$ cat src/rtl/psum_resolver.sv
// Resolves a carry-save partial-sum pair into one two's-complement word with a
// chunked multi-cycle carry-propagate adder, then rounds, shifts and saturates to 16 bits.
`timescale 1ns/1ps
module psum_resolver #(
    parameter int ARRAYSIZE = 16,
    parameter int CHUNK     = 8,
    parameter int SHIFT     = 0
) (
    input  logic                 clk,
    input  logic                 rst,
    input  logic                 in_valid,
    output logic                 in_ready,
    input  logic [ARRAYSIZE+15:0] psum0,
    input  logic [ARRAYSIZE+15:0] psum1,
    output logic                 out_valid,
    input  logic                 out_ready,
    output logic [ARRAYSIZE+15:0] sum_full,
    output logic [15:0]          result,
    output logic                 sat
);
    localparam int BUS    = ARRAYSIZE + 16;
    localparam int NCHUNK = (BUS + CHUNK - 1) / CHUNK;
    localparam int PADW   = NCHUNK * CHUNK;
    localparam int KW     = (NCHUNK > 1) ? $clog2(NCHUNK) : 1;

    localparam logic        [BUS:0] ONE  = (BUS+1)'(1);
    localparam logic signed [BUS:0] RND  = $signed((ONE << SHIFT) >> 1);
    localparam logic signed [BUS:0] MAXV = (BUS+1)'(32767);
    localparam logic signed [BUS:0] MINV = (BUS+1)'(-32768);

    typedef enum logic [1:0] {IDLE, ADD, OUT} state_t;

    state_t                  state_q, state_d;
    logic                    accept;
    logic                    last;
    logic [KW-1:0]           k_q;
    logic                    carry_q;
    logic [PADW-1:0]         a_p0, b_p0;
    logic [PADW-CHUNK-1:0]   acc_p0;
    logic [CHUNK:0]          chunk_sum;
    logic [PADW-1:0]         full_p0;

    // Sign-extend one bit first so the half-LSB rounding add can never wrap.
    function automatic logic [16:0] round_sat(input logic signed [BUS-1:0] s);
        logic signed [BUS:0] r;
        r = {s[BUS-1], s};
        r = (r + RND) >>> SHIFT;
        if (r > MAXV)
            return {1'b1, 16'h7fff};
        else if (r < MINV)
            return {1'b1, 16'h8000};
        return {1'b0, r[15:0]};
    endfunction

    assign last      = (k_q == KW'(NCHUNK - 1));
    assign chunk_sum = {1'b0, a_p0[CHUNK-1:0]} + {1'b0, b_p0[CHUNK-1:0]}
                     + {{CHUNK{1'b0}}, carry_q};
    assign full_p0   = {chunk_sum[CHUNK-1:0], acc_p0};

    always_comb begin
        state_d  = state_q;
        in_ready = 1'b0;
        accept   = 1'b0;
        case (state_q)
            IDLE: begin
                in_ready = 1'b1;
                if (in_valid) begin
                    accept  = 1'b1;
                    state_d = ADD;
                end
            end
            ADD: begin
                if (last)
                    state_d = OUT;
            end
            OUT: begin
                in_ready = out_ready;
                if (out_ready) begin
                    if (in_valid) begin
                        accept  = 1'b1;
                        state_d = ADD;
                    end else begin
                        state_d = IDLE;
                    end
                end
            end
            default: state_d = IDLE;
        endcase
    end

    // Stage p0: operands shift down one chunk per cycle, resolved chunks enter acc_p0 from the top.
    always_ff @(posedge clk) begin
        if (accept) begin
            a_p0 <= PADW'(psum0);
            b_p0 <= PADW'(psum1);
        end else if (state_q == ADD) begin
            a_p0   <= a_p0 >> CHUNK;
            b_p0   <= b_p0 >> CHUNK;
            acc_p0 <= full_p0[PADW-1:CHUNK];
        end
    end

    // Stage p1: output registers are loaded on the edge that resolves the top chunk.
    always_ff @(posedge clk) begin
        if (rst) begin
            state_q   <= IDLE;
            k_q       <= '0;
            carry_q   <= 1'b0;
            out_valid <= 1'b0;
            sum_full  <= '0;
            result    <= '0;
            sat       <= 1'b0;
        end else begin
            state_q <= state_d;
            if (accept) begin
                k_q     <= '0;
                carry_q <= 1'b0;
            end else if (state_q == ADD) begin
                k_q     <= last ? '0 : k_q + KW'(1);
                carry_q <= chunk_sum[CHUNK];
            end
            if (state_q == ADD && last) begin
                out_valid     <= 1'b1;
                sum_full      <= full_p0[BUS-1:0];
                {sat, result} <= round_sat($signed(full_p0[BUS-1:0]));
            end else if (state_q == OUT && out_ready) begin
                out_valid <= 1'b0;
            end
        end
    end

endmodule

$ cat config.mk
export PLATFORM = sky130hd
export DESIGN_NAME = psum_resolver
export DESIGN_NICKNAME = d
export VERILOG_FILES = /design/src/rtl/psum_resolver.sv
export SDC_FILE = /design/constraint.sdc
export NUM_CORES = 1
export LEC_CHECK = 0
export ABC_AREA = 1
export CAP_MARGIN = 25
export CORE_ASPECT_RATIO = 1.1
export CORE_UTILIZATION = 47
export DETAILED_ROUTE_END_ITERATION = 8
export DONT_BUFFER_PORTS = 1
export SETUP_SLACK_MARGIN = 0.05
export SLEW_MARGIN = 20
export SYNTH_ARGS = -nofsm -noshare
export SYNTH_HDL_FRONTEND = slang
export SYNTH_SLANG_ARGS = --single-unit
$ cat constraint.sdc
create_clock -name clk -period 3.7 [get_ports clk]
set_input_delay 0.37 -clock clk [delete_from_list [all_inputs] [get_ports clk]]
set_output_delay 0.37 -clock clk [all_outputs]
set_load 0.02 [all_outputs]
==> reports/qor.txt, run 1 <==
Layout area overhead - 12.7%
CTS tree - built
leak pwr - 3.06 nW
I/O pins - 119
final hold vios - 0
clk slew on worst S/H paths - 0.06 ns
vias in the first global route - 4,086
r2r startpoint - a_p0[0]
post_cts resized - 0
Mapped Cells - 659
worst vdd ir - 0.313 mV
Total GRT Usage - 18.0%
worst r2r path cells - 12
Std-Cell Core Area - 12,700 µm²
later-pin clock latency in the skew report - 0.42 ns
die width - 111 µm
GPL Wtd Cong - 0.771
cts bufs inserted - 17
top-area cell type share of the netlist area - 42.9%
Unique masters post-synth - 30
pin count of the biggest net entering global routing - 65
Yosys Warn Count - 0
DRT antenna net count - 0
Area contributors post-synth - edfxtp_1 (43%), dfxtp_1 (18%), nand2_1 (12%)
DRC viols - 12
Worst slew margin - 51.9%
Hold Crit Class - input port to flip-flop
DRT Pass-1 Iters - 6
Worst EP required - 4.05 ns
Overflow after GRT - 0
synthesized flop and latch total - 143
mapped cell area - 6160 µm²
number of DRC markers in iteration 0 - 135
PortBufs - 0
Layout Nets - 738
Power Density - 604 nW/µm²
Final Util - 54.7%
total setup buffers inserted after CTS - 0
routed vias/inst - 5.01
Final Max Tran Viols - 0
post-DP HPWL - 8060 µm
maximum capacitance violations - 0
Initial Util - 48.5%
critical path startpoint - a_p0[0]
status - finished, violations left
Worst Setup Start Kind - flip-flop
ANT cells - 0
fin crit share - 67.5%
R2R Path End - result[3]
sequential area share after synthesis - 60.8%
row count - 43
Final TNS setup - 0 ns
layout cell share with drive strength beyond 1 - 12.9%
predominant post-synthesis flop cell - edfxtp_1
CTS hold repair buffers - 2
dpl cells - 796
post-DR wirelength/cell - 13.8 µm
CTS Sinks - 143
unrepaired setup endpoints after global routing - false
count leader, synth - nand2_1
Clock Skew - 0.00625 ns
final number of setup-violating endpoints - 0
fmax - 401 MHz
crit path max fanout - 16
number of synthesized flops with an enable pin - 88
Fillers - 1,148
Max H-tree Level - 4
Synth area leader - edfxtp_1
initial antenna violation count - 0
first-pass GRT wire length - 18,600 µm
crit end category - flip-flop
Post-synth ARST share - 0%
CP Class - flip-flop to flip-flop
Die ar. - 13,600 µm²
CP arrival - 2.85 ns
Tmin final - 2.50 ns
total wire length - 11,500 µm
die height - 122 µm
Synth Net Count - 737
vias - 4,156
CP endpoint - result[3]
R2R setup slack - 1.20 ns
failing checks - design-rule violations
syn avg cell area - 9.35 µm²
fin cells - 830
clk buf depth - 2
Commonest cells post-synth - nand2_1 (202), edfxtp_1 (88), inv_1 (67), nor2_1 (59), dfxtp_1 (55)
Clock Tree Root - clkbuf_16
slew at the pin closest to its max-slew limit - 0.721 ns
-- state kept, by name, indices dropped and copies added, names as in the netlist --
register   flops
sat            1
k_q            2
sum_full      32
b_p0          32
out_valid      1
carry_q        1
a_p0          32
result        16
acc_p0        24
state_q        2
-- worst max-delay path, stage by stage, from the launching register on --
cell      delay (ns)
edfxtp_1        0.39
fa_1            0.44
inv_1           0.09
fa_1            0.45
nor2_1          0.14
nand2_2         0.06
nor2_2          0.09
nand2_2         0.07
nor2_4          0.09
nand3_4         0.23
a21oi_1         0.23
nor2_1          0.06
nor2_1          0.08
-- cell usage in the layout (no fill, tap or decap), drive strengths merged --
cell type / count
nand3: 18
clkbuf: 23
nand3b: 1
clkinv: 5
a21oi: 53
a211oi: 1
o21ai: 42
ha: 8
nand2: 217
o21a: 1
a21o: 1
buf: 8
o211ai: 4
nor2: 65
clkinvlp: 1
dfxtp: 55
bufinv: 1
dlygate4sd3: 2
edfxtp: 88
nand4: 2
inv: 75
fa: 2
-- routing by layer --
| metal | up-vias | routed length, µm | global-route usage [%] |
|---|---|---|---|
| met2 | 111 | 5850 | 32.2 |
| met3 | 25 | 846 | 6.37 |
| li1 | 2135 | - | - |
| met1 | 1885 | 4360 | 18.0 |
| met5 | - | 0 | 0 |
| met4 | 0 | 409 | 11.1 |
-- per-stage QoR --
| step | hold WS, ns | instance area, µm² | total power [mW] | worst slack (ns) |
|---|---|---|---|---|
| 2_1_floorplan | 0.426 | 6160 | 2.39 | 0.552 |
| 3_3_place_gp | 0.430 | 6280 | 2.49 | 1.25 |
| 4_1_cts | 0.109 | 6940 | 4.24 | 1.20 |
| 3_5_place_dp | 0.432 | 6300 | 2.51 | 1.22 |
| 6_report | 0.130 | 6940 | 4.19 | 1.20 |
| 5_1_grt | 0.129 | 6940 | 4.37 | 1.03 |
-- worst min path at each step --
stage	start	to	cells past startpoint
final	psum1[20]	b_p0[20]	2
after global routing	psum1[14]	b_p0[14]	2
after CTS	psum1[20]	b_p0[20]	2
after detailed placement	acc_p0[8]	acc_p0[0]	0
after global placement	acc_p0[13]	acc_p0[5]	0
after floorplan	acc_p0[8]	acc_p0[0]	0
-- kinds of logic (layout without fill, tap and decap cells) --
kind of cell             after synthesis  count (layout)  share of synthesized area, %
buffers and inverters                101             115                          6.80
flip-flops                           143             143                          60.8
AND/OR/NAND/NOR                      303             303                          20.9
adder cells (fa/ha/maj)               10              10                          2.27
AO/OA/AOI/OAI                        102             102                          9.24
-- layout make-up --
type / instances / area (µm²) / area share, %
clock buffer: 23 / 529 / 7.62
sequential: 143 / 3740 / 53.9
clock inverter: 9 / 93.8 / 1.35
timing repair buffer: 10 / 100 / 1.44
inverter: 73 / 277 / 3.98
tap: 157 / 196 / 2.83
multi-input combinational: 415 / 2000 / 28.9
-- where the power goes --
group | switching, mW | internal [mW] | total, mW
sequential | 0.0448 | 1.86 | 1.91
clock | 0.644 | 1.08 | 1.73
combinational | 0.382 | 0.176 | 0.558
No activity file was read; power rests on OpenSTA's default activity.
==> run 2, diff against run 1 <==
Clock period 3.7 ns to 2.6 ns, I/O delays scaled along.
==> run 2 against run 1 <==
Worst hold slack worse by 0.10 ns. Flip-flop and latch count is the same. Combinational power grew 49%. The run still ends with design-rule violations left. Fmax grew 3.1%. Clock skew rose by 0.0018 ns. Total power is 44% higher.
==> reports/qor.txt, run 2 (synthesis gave the netlist of run 1 again) <==
crit path max fanout - 8
final hold vios - 0
Fillers - 1,141
Std-Cell Core Area - 12,700 µm²
routed vias/inst - 4.93
die height - 122 µm
most common cell after layout, fill and taps aside - nand2_1
launch point of the worst hold path - psum1[20]
status - finished, violations left
Layout Nets - 746
Initial Util - 48.5%
fmax - 413 MHz
CP arrival - 2.77 ns
I/O pins - 119
GPL Wtd Cong - 0.794
slew at the pin closest to its max-slew limit - 0.671 ns
Hold Path Stages - 2
Placed Area - 6330 µm²
Clock Skew - 0.00807 ns
clk slew on worst S/H paths - 0.06 ns
Slowest-stage cell, CP - fa_1
Min Hold Slack - 0.0251 ns
PortBufs - 0
most frequent cells in the layout - nand2_1 (200), edfxtp_1 (88), inv_1 (66)
CP dominant cell by count - nor2_1
worst path cell trace - fa_2 > inv_2 > fa_1 > nor2_1 > nand2_2 > nor2_2 > nand2_2 > nor2_4 > nand3_4 > a21oi_1 > nor2_1 > nor2_1
clk buf depth - 2
Clock Tree Root - clkbuf_16
number of DRC markers in iteration 0 - 206
Worst EP required - 2.95 ns
Final TNS setup - 0 ns
Min-Delay Endpoint - b_p0[20]
Total GRT Usage - 18.2%
Max H-tree Level - 4
R2R setup slack - 0.18 ns
die width - 111 µm
unrepaired setup endpoints after global routing - true
DRT antenna net count - 0
R2R Path End - result[3]
initial antenna violation count - 0
crit end category - flip-flop
Overflow after GRT - 0
dpl cells - 798
final number of setup-violating endpoints - 0
Hold Crit Class - input port to flip-flop
maximum capacitance violations - 0
vias in the first global route - 4,034
Die ar. - 13,600 µm²
Largest regs - a_p0 x32, b_p0 x32, sum_full x32
later-pin clock latency in the skew report - 0.42 ns
CTS tree - built
total wire length - 11,900 µm
worst r2r path cells - 12
post-DP HPWL - 8120 µm
leak pwr - 3.10 nW
row count - 43
Worst slew margin - 55.2%
failing checks - design-rule violations
cts bufs inserted - 17
fin crit share - 93.2%
vias - 4,135
Tmin final - 2.42 ns
final instance area - 7050 µm²
worst vdd ir - 0.462 mV
DRT Pass-1 Iters - 6
pin count of the biggest net entering global routing - 65
CP Class - flip-flop to flip-flop
first-pass GRT wire length - 18,800 µm
Worst Setup Start Kind - flip-flop
Power Density - 859 nW/µm²
CTS Sinks - 143
r2r startpoint - a_p0[0]
max incr delay on CP - 0.44 ns
Layout area overhead - 14.5%
post-DR wirelength/cell - 14.2 µm
Final Max Tran Viols - 0
fin cells - 838
ANT cells - 0
layout cell share with drive strength beyond 1 - 13.7%
DRC viols - 12
[run 2: final cells by class]
class	instances	area, µm²	share of cell area (%)
clock buffers	24	536	7.59
flip-flops and latches	143	3740	53.1
repair buffers	17	175	2.48
clock inverters	8	93.8	1.33
inverters	73	277	3.92
multi-input cells	416	2030	28.8
well taps	157	196	2.79
[run 2: worst max path at each step]
| stage | from | endpoint | slack (ns) | cells after the start |
|---|---|---|---|---|
| after floorplan | state_q[1] | a_p0[0] | 0.07 | 5 |
| after global placement | a_p0[0] | sat | 0.17 | 13 |
| after detailed placement | a_p0[0] | result[3] | 0.10 | 12 |
| after CTS | a_p0[0] | result[4] | 0.08 | 12 |
| after global routing | a_p0[0] | result[11] | 0.03 | 12 |
| final | a_p0[0] | result[3] | 0.18 | 12 |
[run 2: power by group]
group          switching [mW]  leakage, nW  internal [mW]
registers              0.0632         1.32           2.65
logic                   0.566         1.47          0.267
clock network           0.878        0.317           1.63
[run 2: layer usage]
| metal | up-vias | track usage [%] | wire (µm) |
|---|---|---|---|
| met4 | 0 | 9.80 | 228 |
| met2 | 101 | 34.2 | 6240 |
| met1 | 1872 | 17.8 | 4700 |
| li1 | 2148 | - | - |
| met3 | 14 | 5.87 | 704 |
| met5 | - | 0 | 0 |
[run 2: timing repair]
action / 4_1_cts / 5_1_grt
gates resized for setup: 0 / 5
endpoints found under the setup margin: 0 / 16
endpoints found under the hold margin: 12 / 0
hold buffers: 6 / 0
setup buffers: 0 / 1
[run 2: worst max-delay path: cells and delay by family (launching register included)]
kind | cells | cell delay [ns]
buffers and inverters | 1 | 0.06
AND/OR/NAND/NOR | 8 | 0.89
AO/OA/AOI/OAI | 1 | 0.17
adder cells (fa/ha/maj) | 2 | 0.83
flip-flops | 1 | 0.40
[run 2: stage by stage]
step / power [mW] / utilization, % / setup WS [ns]
final: 6.06 / 55.5 / 0.178
after global routing: 6.31 / 55.5 / 0.0349
after CTS: 6.11 / 55.3 / 0.0811
after detailed placement: 3.57 / 49.8 / 0.104
after global placement: 3.54 / 49.7 / 0.173
after floorplan: 3.41 / - / 0.0735
==> edit, RTL diff (flow settings as in run 1) <==
Encoding of `state_t`: now one-hot (3 bits for 3 states).
--- a/src/rtl/psum_resolver.sv
+++ b/src/rtl/psum_resolver.sv
@@ -28,7 +28,7 @@
     localparam logic signed [BUS:0] MAXV = (BUS+1)'(32767);
     localparam logic signed [BUS:0] MINV = (BUS+1)'(-32768);
 
-    typedef enum logic [1:0] {IDLE, ADD, OUT} state_t;
+    typedef enum logic [2:0] {IDLE = 3'b001, ADD = 3'b010, OUT = 3'b100} state_t;
 
     state_t                  state_q, state_d;
     logic                    accept;
Function: same outputs for any inputs over 4 cycles, from zero or initial values and one cycle with rst high; so few cycles prove little.
==> edit against run 1 <==
First-iteration DRC count grew 59%; critical endpoint is now result[0]$_SDFFE_PP0P_; wire length up 1.6%; die area is 0.90% lower; design area fell by 1.7%; setup slack worse by 220 ps; highest routed layer unchanged; area after synthesis decreased by 0.91%; non-clock buffer count fell by 3; sequential cell count up 1; total power is 2.1% lower; clock skew is 2.8 ps higher; critical path type unchanged.
==> edit: results (changes against run 1) <==
critical_path:
  slowest_delay_ps: 500  # +50 ps
  crit_type: "reg -> reg"
  cp_top_family: "adder cells"
  slowest_stage: "a21oi_4"
  cp.arrival_ps: 3000  # +150 ps
  cp_max_fo: 15  # -1
  r2r-start: "a_p0[0]$_DFFE_PP_"
place:
  dp_hpwl_mm: 7.73  # -4.1%
  pre_cts_slack_ps: 993  # -223 ps
  gp_routability_congestion: 0.775  # +0.45%
sta:
  skew_ps: 9.05  # +2.80 ps
  worstMarginPinSlew_ps: 932  # +211 ps
clocking:
  cts_max_level: 4  # unchanged
  clkLatencyLatePin_ps: 420  # about the same
  root_buffer: "clkbuf_16"
  cts_made_buffers: 17  # unchanged
cells_and_area:
  nets: 715  # -3.1%
  fillers: 1159  # +0.96%
  drive_above_1_share: 0.137  # +0.00765
routing:
  drt_wl_total_mm: 11.6  # +1.6%
  drt_first_pass_iters: 4  # -2
  drt_iter0_drc: 214  # +59%
  routed_via_density: 5.07  # +1.3%
worst_hold_path:
  worstHoldStart: "in_valid"
synthesis:
  ys_seq_area_frac: 0.617  # +0.00888
  yosys-top-cells-count: "nand2_1 (238), edfxtp_1 (88), dfxtp_1 (56)"
  synth_edf_count: 88  # unchanged
  yosys.cell_types.count: 33  # +10%
  synth.area.top_cells: "edfxtp_1 (43%), dfxtp_1 (18%), nand2_1 (15%), a21oi_1 (3.4%), inv_1 (3.0%)"
pwr:
  leakage_nw: 2.84  # -7.0%
  peakVddDrop_uv: 398  # +27%
  p_int_mw: 2.99  # -4.2%
global_routing:
  grt_pass1_vias: 3834  # -6.2%
  track_usage: 0.180  # -0.000479
  grt_pass1_wl_mm: 18.5  # -0.30%
run_status:
  outcome: "completed"
==> edit: timing repair <==
item,in CTS,in global routing
gates resized for setup,0,0
buffers inserted,0,0
hold buffers,2,0
hold endpoints to repair,18,0
setup endpoints to repair,0,0
==> edit: power by group through the flow <==
stage / combinational (mW) / clock, mW / sequential [mW]
3_5_place_dp: 0.524 / 0 / 1.93
3_3_place_gp: 0.508 / 0 / 1.92
5_1_grt: 0.598 / 1.80 / 1.90
6_report: 0.524 / 1.69 / 1.89
2_1_floorplan: 0.438 / 0 / 1.92
4_1_cts: 0.531 / 1.73 / 1.89
==> edit: kinds of logic (layout without fill, tap and decap cells) <==
logic type / count (synthesis) / count (layout) / synth area share
adder cells (fa/ha/maj): 10 / 10 / 0.0230
buffers and inverters: 83 / 95 / 0.0598
flip-flops: 144 / 144 / 0.617
AND/OR/NAND/NOR: 310 / 310 / 0.213
AO/OA/AOI/OAI: 91 / 91 / 0.0879
==> edit: area by class of cell <==
cell class / instances / area share
multi-input combinational: 411 / 0.291
sequential: 144 / 0.552
clock inverter: 12 / 0.0158
inverter: 56 / 0.0308
clock buffer: 20 / 0.0717
tap: 157 / 0.0288
timing repair buffer: 7 / 0.0103
==> edit: stage by stage <==
step / std cells / cell area [sq um] / power (mW) / hold slack (ps)
6_report: 807 / 6820 / 4.11 / 92.5
5_1_grt: 807 / 6820 / 4.30 / 68.6
4_1_cts: 807 / 6820 / 4.15 / 74.9
3_5_place_dp: 773 / 6210 / 2.45 / 443
3_3_place_gp: 773 / 6210 / 2.43 / 441
2_1_floorplan: 638 / 6100 / 2.36 / 439
==> edit: path summary, 6_finish.rpt <==
check	end	slack, ps	cells past startpoint
hold / removal	state_q[0]$_SDFFE_PP1P_	90	1
setup / recovery	result[0]$_SDFFE_PP0P_	980	12
hold reg to reg	k_q[1]$_SDFFE_PP0P_	470	2
setup reg to reg	result[0]$_SDFFE_PP0P_	980	12
==> edit: metal layers <==
metal / up-vias / GRT usage / wire (microns)
li1: 2075 / - / -
met1: 1886 / 0.211 / 4860
met2: 119 / 0.294 / 5750
met3: 14 / 0.0687 / 847
met4: 0 / 0.0800 / 181
met5: - / 0 / 0
